===== config.mk =====
export PLATFORM = sky130hd
export DESIGN_NAME = dffram_port_arbiter_flat
export DESIGN_NICKNAME = d
export VERILOG_FILES = /design/src/rtl/dffram_port_arbiter_pkg.sv /design/src/rtl/dffram_port_arbiter_if.sv /design/src/rtl/dffram_port_arbiter_wait_ctr.sv /design/src/rtl/dffram_port_arbiter.sv /design/src/flat_wrapper.sv
export SDC_FILE = /design/constraint.sdc
export NUM_CORES = 1
export LEC_CHECK = 0
export CAP_MARGIN = 20
export CORE_UTILIZATION = 25
export CTS_CLUSTER_SIZE = 20
export DETAILED_ROUTE_END_ITERATION = 8
export PLACE_DENSITY = 0.56
export SLEW_MARGIN = 20
export SYNTH_ARGS = -nofsm -noshare
export SYNTH_HDL_FRONTEND = slang
export SYNTH_HIERARCHICAL = 1
export SYNTH_SLANG_ARGS = --single-unit
export TNS_END_PERCENT = 50

===== constraint.sdc =====
create_clock -name core_clk -period 4.13 [get_ports core_clk]
set_input_delay 1.0325 -clock core_clk [delete_from_list [all_inputs] [get_ports core_clk]]
set_output_delay 1.0325 -clock core_clk [all_outputs]
set_load 0.1 [all_outputs]

===== src/rtl/dffram_port_arbiter_pkg.sv =====
// Shared types and default sizes for the DFFRAM port arbiter.
package dffram_arb_pkg;

  localparam int unsigned DEF_AW          = 8;
  localparam int unsigned DEF_DW          = 32;
  localparam int unsigned DEF_HK_MAX_WAIT = 8;

  typedef enum logic [1:0] {
    IDLE,
    ISSUE,
    CAPTURE,
    RESP
  } arb_state_e;

  typedef enum logic {
    CPU,
    HK
  } arb_owner_e;

endpackage


===== src/rtl/dffram_port_arbiter_if.sv =====
// CPU port, housekeeping port and DFFRAM pins bundled for the arbiter.
// slave: the arbiter's view. master: requesters plus the RAM macro.
interface dffram_port_arbiter_if
  import dffram_arb_pkg::*;
#(
  parameter int unsigned AW = DEF_AW,
  parameter int unsigned DW = DEF_DW
);

  logic            cpu_req;
  logic [DW/8-1:0] cpu_we;
  logic [AW-1:0]   cpu_addr;
  logic [DW-1:0]   cpu_wdata;
  logic            cpu_ack;
  logic [DW-1:0]   cpu_rdata;

  logic            hk_req;
  logic [AW-1:0]   hk_addr;
  logic            hk_ack;
  logic [DW-1:0]   hk_rdata;

  logic            ram_en;
  logic [DW/8-1:0] ram_we;
  logic [AW-1:0]   ram_a;
  logic [DW-1:0]   ram_di;
  logic [DW-1:0]   ram_do;

  logic            busy;

  modport slave (
    input  cpu_req, cpu_we, cpu_addr, cpu_wdata,
    output cpu_ack, cpu_rdata,
    input  hk_req, hk_addr,
    output hk_ack, hk_rdata,
    output ram_en, ram_we, ram_a, ram_di,
    input  ram_do,
    output busy
  );

  modport master (
    output cpu_req, cpu_we, cpu_addr, cpu_wdata,
    input  cpu_ack, cpu_rdata,
    output hk_req, hk_addr,
    input  hk_ack, hk_rdata,
    input  ram_en, ram_we, ram_a, ram_di,
    output ram_do,
    input  busy
  );

endinterface


===== src/rtl/dffram_port_arbiter_wait_ctr.sv =====
// Saturating count of cycles the housekeeping port has been kept waiting.
module dffram_arb_wait_ctr
  import dffram_arb_pkg::*;
#(
  parameter int unsigned HK_MAX_WAIT = DEF_HK_MAX_WAIT
) (
  input  logic clk,
  input  logic rst,
  input  logic hk_req,
  input  logic hk_owner,
  input  logic hk_win,
  output logic hk_due
);

  // A zero limit still needs a 1-bit register; it simply never counts.
  localparam int unsigned   WW   = (HK_MAX_WAIT > 0) ? $clog2(HK_MAX_WAIT + 1) : 1;
  localparam logic [WW-1:0] MAXV = WW'(HK_MAX_WAIT);

  logic [WW-1:0] hk_wait;

  // Count while hk is pending and not being served; clear on win or withdrawal.
  always_ff @(posedge clk or posedge rst) begin
    if (rst) begin
      hk_wait <= '0;
    end else if (hk_win || !hk_req) begin
      hk_wait <= '0;
    end else if (!hk_owner && (hk_wait < MAXV)) begin
      hk_wait <= hk_wait + WW'(1);
    end
  end

  assign hk_due = (hk_wait >= MAXV);

endmodule


===== src/rtl/dffram_port_arbiter.sv =====
// Shares the single-port DFFRAM between the CPU data port and the
// read-only housekeeping port: one access in flight, four cycles each.
module dffram_port_arbiter
  import dffram_arb_pkg::*;
#(
  parameter int unsigned AW          = DEF_AW,
  parameter int unsigned DW          = DEF_DW,
  parameter int unsigned HK_MAX_WAIT = DEF_HK_MAX_WAIT
) (
  input  logic                 core_clk,
  input  logic                 core_rst,
  dffram_port_arbiter_if.slave bus
);

  arb_state_e      state_q, state_d;
  arb_owner_e      owner_q;
  arb_owner_e      grant_owner;
  logic            grant;
  logic            hk_due;
  logic            acc_rd_q;

  logic            ram_en_q;
  logic [DW/8-1:0] ram_we_q;
  logic [AW-1:0]   ram_a_q;
  logic [DW-1:0]   ram_di_q;
  logic [DW-1:0]   cpu_rdata_q;
  logic [DW-1:0]   hk_rdata_q;

  dffram_arb_wait_ctr #(
    .HK_MAX_WAIT(HK_MAX_WAIT)
  ) u_wait_ctr (
    .clk     (core_clk),
    .rst     (core_rst),
    .hk_req  (bus.hk_req),
    .hk_owner((state_q != IDLE) && (owner_q == HK)),
    .hk_win  (grant && (grant_owner == HK)),
    .hk_due  (hk_due)
  );

  // Access sequencing and winner selection; grants only happen from IDLE.
  always_comb begin
    state_d     = state_q;
    grant       = 1'b0;
    grant_owner = CPU;
    unique case (state_q)
      IDLE: begin
        if (bus.cpu_req || bus.hk_req) begin
          grant   = 1'b1;
          state_d = ISSUE;
          if (bus.hk_req && (!bus.cpu_req || hk_due)) begin
            grant_owner = HK;
          end
        end
      end
      ISSUE:   state_d = CAPTURE;
      CAPTURE: state_d = RESP;
      RESP:    state_d = IDLE;
      default: state_d = IDLE;
    endcase
  end

  // State register.
  always_ff @(posedge core_clk or posedge core_rst) begin
    if (core_rst) begin
      state_q <= IDLE;
    end else begin
      state_q <= state_d;
    end
  end

  // RAM pin registers: loaded at the grant edge, enables dropped after ISSUE.
  always_ff @(posedge core_clk or posedge core_rst) begin
    if (core_rst) begin
      owner_q  <= CPU;
      acc_rd_q <= 1'b0;
      ram_en_q <= 1'b0;
      ram_we_q <= '0;
      ram_a_q  <= '0;
      ram_di_q <= '0;
    end else if (grant) begin
      owner_q  <= grant_owner;
      ram_en_q <= 1'b1;
      if (grant_owner == HK) begin
        acc_rd_q <= 1'b1;
        ram_we_q <= '0;
        ram_a_q  <= bus.hk_addr;
        ram_di_q <= '0;
      end else begin
        acc_rd_q <= (bus.cpu_we == '0);
        ram_we_q <= bus.cpu_we;
        ram_a_q  <= bus.cpu_addr;
        ram_di_q <= bus.cpu_wdata;
      end
    end else if (state_q == ISSUE) begin
      ram_en_q <= 1'b0;
      ram_we_q <= '0;
    end
  end

  // Capture read data for the owner as CAPTURE ends; writes leave rdata alone.
  always_ff @(posedge core_clk or posedge core_rst) begin
    if (core_rst) begin
      cpu_rdata_q <= '0;
      hk_rdata_q  <= '0;
    end else if ((state_q == CAPTURE) && acc_rd_q) begin
      if (owner_q == HK) begin
        hk_rdata_q <= bus.ram_do;
      end else begin
        cpu_rdata_q <= bus.ram_do;
      end
    end
  end

  assign bus.ram_en    = ram_en_q;
  assign bus.ram_we    = ram_we_q;
  assign bus.ram_a     = ram_a_q;
  assign bus.ram_di    = ram_di_q;
  assign bus.cpu_rdata = cpu_rdata_q;
  assign bus.hk_rdata  = hk_rdata_q;
  assign bus.cpu_ack   = (state_q == RESP) && (owner_q == CPU);
  assign bus.hk_ack    = (state_q == RESP) && (owner_q == HK);
  assign bus.busy      = (state_q != IDLE);

endmodule

===== src/flat_wrapper.sv =====
// flat-port wrapper written by rule: the top's interface ports become plain ports
module dffram_port_arbiter_flat import dffram_arb_pkg::*;
#(
  parameter int unsigned AW          = DEF_AW,
  parameter int unsigned DW          = DEF_DW,
  parameter int unsigned HK_MAX_WAIT = DEF_HK_MAX_WAIT
)
  (core_clk, core_rst, bus_cpu_req, bus_cpu_we, bus_cpu_addr, bus_cpu_wdata, bus_cpu_ack, bus_cpu_rdata, bus_hk_req, bus_hk_addr, bus_hk_ack, bus_hk_rdata, bus_ram_en, bus_ram_we, bus_ram_a, bus_ram_di, bus_ram_do, bus_busy);
  dffram_port_arbiter_if #(.AW(AW), .DW(DW)) bus_i ();
  input  logic core_clk;
  input  logic core_rst;
  input wire logic [$bits(bus_i.cpu_req)-1:0] bus_cpu_req;
  input wire logic [$bits(bus_i.cpu_we)-1:0] bus_cpu_we;
  input wire logic [$bits(bus_i.cpu_addr)-1:0] bus_cpu_addr;
  input wire logic [$bits(bus_i.cpu_wdata)-1:0] bus_cpu_wdata;
  output wire logic [$bits(bus_i.cpu_ack)-1:0] bus_cpu_ack;
  output wire logic [$bits(bus_i.cpu_rdata)-1:0] bus_cpu_rdata;
  input wire logic [$bits(bus_i.hk_req)-1:0] bus_hk_req;
  input wire logic [$bits(bus_i.hk_addr)-1:0] bus_hk_addr;
  output wire logic [$bits(bus_i.hk_ack)-1:0] bus_hk_ack;
  output wire logic [$bits(bus_i.hk_rdata)-1:0] bus_hk_rdata;
  output wire logic [$bits(bus_i.ram_en)-1:0] bus_ram_en;
  output wire logic [$bits(bus_i.ram_we)-1:0] bus_ram_we;
  output wire logic [$bits(bus_i.ram_a)-1:0] bus_ram_a;
  output wire logic [$bits(bus_i.ram_di)-1:0] bus_ram_di;
  input wire logic [$bits(bus_i.ram_do)-1:0] bus_ram_do;
  output wire logic [$bits(bus_i.busy)-1:0] bus_busy;
  assign bus_i.cpu_req = bus_cpu_req;
  assign bus_i.cpu_we = bus_cpu_we;
  assign bus_i.cpu_addr = bus_cpu_addr;
  assign bus_i.cpu_wdata = bus_cpu_wdata;
  assign bus_cpu_ack = bus_i.cpu_ack;
  assign bus_cpu_rdata = bus_i.cpu_rdata;
  assign bus_i.hk_req = bus_hk_req;
  assign bus_i.hk_addr = bus_hk_addr;
  assign bus_hk_ack = bus_i.hk_ack;
  assign bus_hk_rdata = bus_i.hk_rdata;
  assign bus_ram_en = bus_i.ram_en;
  assign bus_ram_we = bus_i.ram_we;
  assign bus_ram_a = bus_i.ram_a;
  assign bus_ram_di = bus_i.ram_di;
  assign bus_i.ram_do = bus_ram_do;
  assign bus_busy = bus_i.busy;
  dffram_port_arbiter #(.AW(AW), .DW(DW), .HK_MAX_WAIT(HK_MAX_WAIT)) u_core (.core_clk(core_clk), .core_rst(core_rst), .bus(bus_i));
endmodule

==> summary.md <==
| Metric | Value |
|---|---|
| Most common cell after layout, fill and taps aside | sky130_fd_sc_hd__clkdlybuf4s50_1 |
| CTS Sinks | between 100 and 150 |
| Routed wire length | 11,500 um |
| Worst hold slack | 0.499 ns |
| FFs w/ async S/R, synth | 100% |
| Worst setup path startpoint | u_core/bus.ram_we[1] |
| Vias per inst | 4.43 |
| Inserted Clock Buffers | 17 |
| Startpoint Class | register |
| Headroom to the max-slew limit | around a third |
| Wire length of the first global-routing pass | 18,900 um |
| Initial cell density of the core | about a quarter |
| Maximum number of pins on one net before global-route repair | 65 |
| Critical path capture point type | output port |
| Worst setup path class | register to output port |
| Final-report hold violation count | 0 |
| CTS Buffer Depth | 2 |
| Largest stage delay on the critical path | around 1.2 ns |
| Area of the core region | around 0.018 mm2 |
| Fillers | roughly 1,700 |
| Number of instances resized during post-cts repair | 0 |
| Max Fclk | about 0.34 GHz |
| Number of cells produced by synthesis | ~320 |
| Half-perimeter wire length of the detailed placement result | about 8000 um |
| GRT Util Overall | 12.8% |
| Via count of the first global-routing pass | about 3,600 |
| DRC violation count after routing | 30 |
| Total number of vias | roughly 3,400 |
| Ports placed on the boundary | 200 |
| Width of the die | 138 um |
| Die Span Y | roughly 140 um |
| Share of final-layout standard cells stronger than drive strength 1 | approximately a fifth |
| TritonCTS clock tree | yes |
| Portion of the post-synthesis area used by sequential elements | 63.2% |
| Final max-slew violation count | 0 |
| Count of routing violations after the opening detailed-route iteration | 129 |
| Worst-skew pair later-pin latency | roughly 0.40 ns |
| RD Place Congestion | between 0.7 and 0.8 |
| Mean post-synth cell area | ~15 um2 |
| Maxcap violations | 0 |
| Area taken by flip-flops and latches | between 0.002 and 0.003 mm2 |
| Total area of multi-input combinational cells | roughly 0.0016 mm2 |
| R2R depth | 4 |
| Launching point of the worst reg2reg path | u_core/state_q[0] |
| Distinct cell type count after synthesis | 32 |
| Number of inserted diodes | 0 |
| Antenna violations before repair | 0 |
| Unrepaired setup endpoints after global routing | false |
| Min Tclk post-route | around 3.0 ns |
| Final setup vio count | 0 |
| Leading cell types in the layout, fill and taps excluded | sky130_fd_sc_hd__clkdlybuf4s50_1 (196), sky130_fd_sc_hd__dfrtp_1 (117), sky130_fd_sc_hd__mux2_2 (64) |
| Area growth from synthesis to final layout | 60.4% |
| Worst path arrival time | between 1.5 and 2 ns |
| Number of nets produced by synthesis | 414 |
| Port Buf Inserts | 199 |
| Post-synthesis cell area | around 0.0046 mm2 |
| Final TNS setup | 0 ns |
| Hold bufs inserted after CTS | 0 |
| Cell Chain, Critical Path | clkdlybuf4s50_1 |
| Maximum net fanout on the critical path | 2 |
| Net count of the finished layout | slightly above 600 |
| Number of cells on the worst hold path | 1 |
| Worst clock skew | between 0.005 and 0.006 ns |
| Wire per inst | around 15 um |
| Number of H-tree levels | 4 |
| Transition at the pin with the smallest max-transition slack | about 1 ns |
| Number of synthesized register bits | around 120 |
| Startpoint of the worst hold path | u_core/bus.hk_rdata[8] |
| Total Die Area | between 0.015 and 0.02 mm2 |
| Dominant register cell in the synthesized netlist | sky130_fd_sc_hd__dfrtp_1 |
| Portion of the clock cycle consumed by the worst path in the final layout | between 70 and 80% |
| Number of enable flip-flop cells after synthesis | 0 |
| Clk pin slew, worst setup/hold paths | around 0.05 ns |
| Worst-path cell with the longest stage delay | sky130_fd_sc_hd__clkdlybuf4s50_1 |
| Worst path buffer plus inverter count | 1 |
| Number of placement rows | about 50 |
| Post-CTS setup buffers | 0 |
| Master cell of the clock root buffer | sky130_fd_sc_hd__clkbuf_16 |
| Kind of cell adding the most delay to the critical path | buffers and inverters |
| Worst min-delay path category | register to register |
| Status | complete, but fails checks |
| Violated checks | design-rule violations |
| Required arrival time at the worst endpoint | approximately 3.1 ns |
| Total stage count of the critical path | 1 |
| DR pass1 iterations | 6 |
| Ys Warns | 6 |
| Final antenna-violating net count | 0 |
| Aggregate global routing overflow | 0 |
## kinds of logic after synthesis
group / synth area share (%)
AND/OR/NAND/NOR: 5.21
multiplexers: 16.2
buffers and inverters: 3.46
flip-flops: 63.2
adder cells (fa/ha/maj): 1.89
AO/OA/AOI/OAI: 10.0
## per-stage QoR
step	instances	cell area [um2]	setup slack [ns]	utilization [%]
after floorplan	319	4630	0.110	-
after global placement	733	6830	0.941	37.8
after detailed placement	733	6830	1.26	37.8
after CTS	763	7430	1.13	41.1
after global routing	763	7430	1.10	41.1
final	763	7430	1.17	41.1
## final cells by class
class | instances | share of cell area [%]
tap | 229 | 3.86
clock buffer | 21 | 6.33
multi-input combinational | 174 | 20.9
sequential | 117 | 39.4
clock inverter | 9 | 1.72
inverter | 10 | 0.539
timing repair buffer | 203 | 27.3
## Yosys cell counts (4+ instances only)
library cell | number | area share (%)
sky130_fd_sc_hd__dfrtp_1 | 117 | 63
sky130_fd_sc_hd__inv_1 | 10 | 0.81
sky130_fd_sc_hd__a22o_1 | 36 | 6.8
sky130_fd_sc_hd__mux2_2 | 64 | 16
sky130_fd_sc_hd__buf_2 | 8 | 0.86
sky130_fd_sc_hd__nor2_1 | 11 | 0.89
sky130_fd_sc_hd__a31oi_1 | 9 | 1.2
sky130_fd_sc_hd__ha_1 | 7 | 1.9
sky130_fd_sc_hd__o21ai_0 | 11 | 1.2
sky130_fd_sc_hd__or3b_1 | 7 | 1.3
sky130_fd_sc_hd__buf_6 | 6 | 1.5
sky130_fd_sc_hd__clkbuf_1 | 4 | 0.32
## sequential cells by signal, summed over array words and instances (netlist names)
register and count:
u_core/owner_q 1, u_core/state_q 2, u_core/acc_rd_q 1, u_core/bus.hk_rdata 32, u_core/bus.ram_we 4, u_core/u_wait_ctr/hk_wait 4
u_core/bus.cpu_rdata 32, u_core/bus.ram_en 1, u_core/bus.ram_di 32, u_core/bus.ram_a 8
## final timing paths
path                                                 to  slack [ns]
max in group asynchronous       u_core/bus.hk_rdata[27]        2.22
min                              u_core/bus.hk_rdata[8]        0.50
min in group asynchronous  u_core/u_wait_ctr/hk_wait[2]        0.92
min reg2reg                      u_core/bus.hk_rdata[8]        0.50
max                                       bus_ram_we[1]        1.17
max reg2reg                     u_core/bus.hk_rdata[24]        1.96
## per-layer routing
layer	part of all wire, %	wire, um	vias up	GRT usage (%)
li1	-	-	1564	-
met1	45	5160	1660	16.1
met2	46	5260	148	19.6
met3	8.0	919	10	5.47
met4	1.2	138	0	4.38
met5	0	0	-	0
Power is not shown: default switching activity piles up to over one toggle a cycle in this logic, so the estimate is an artifact.
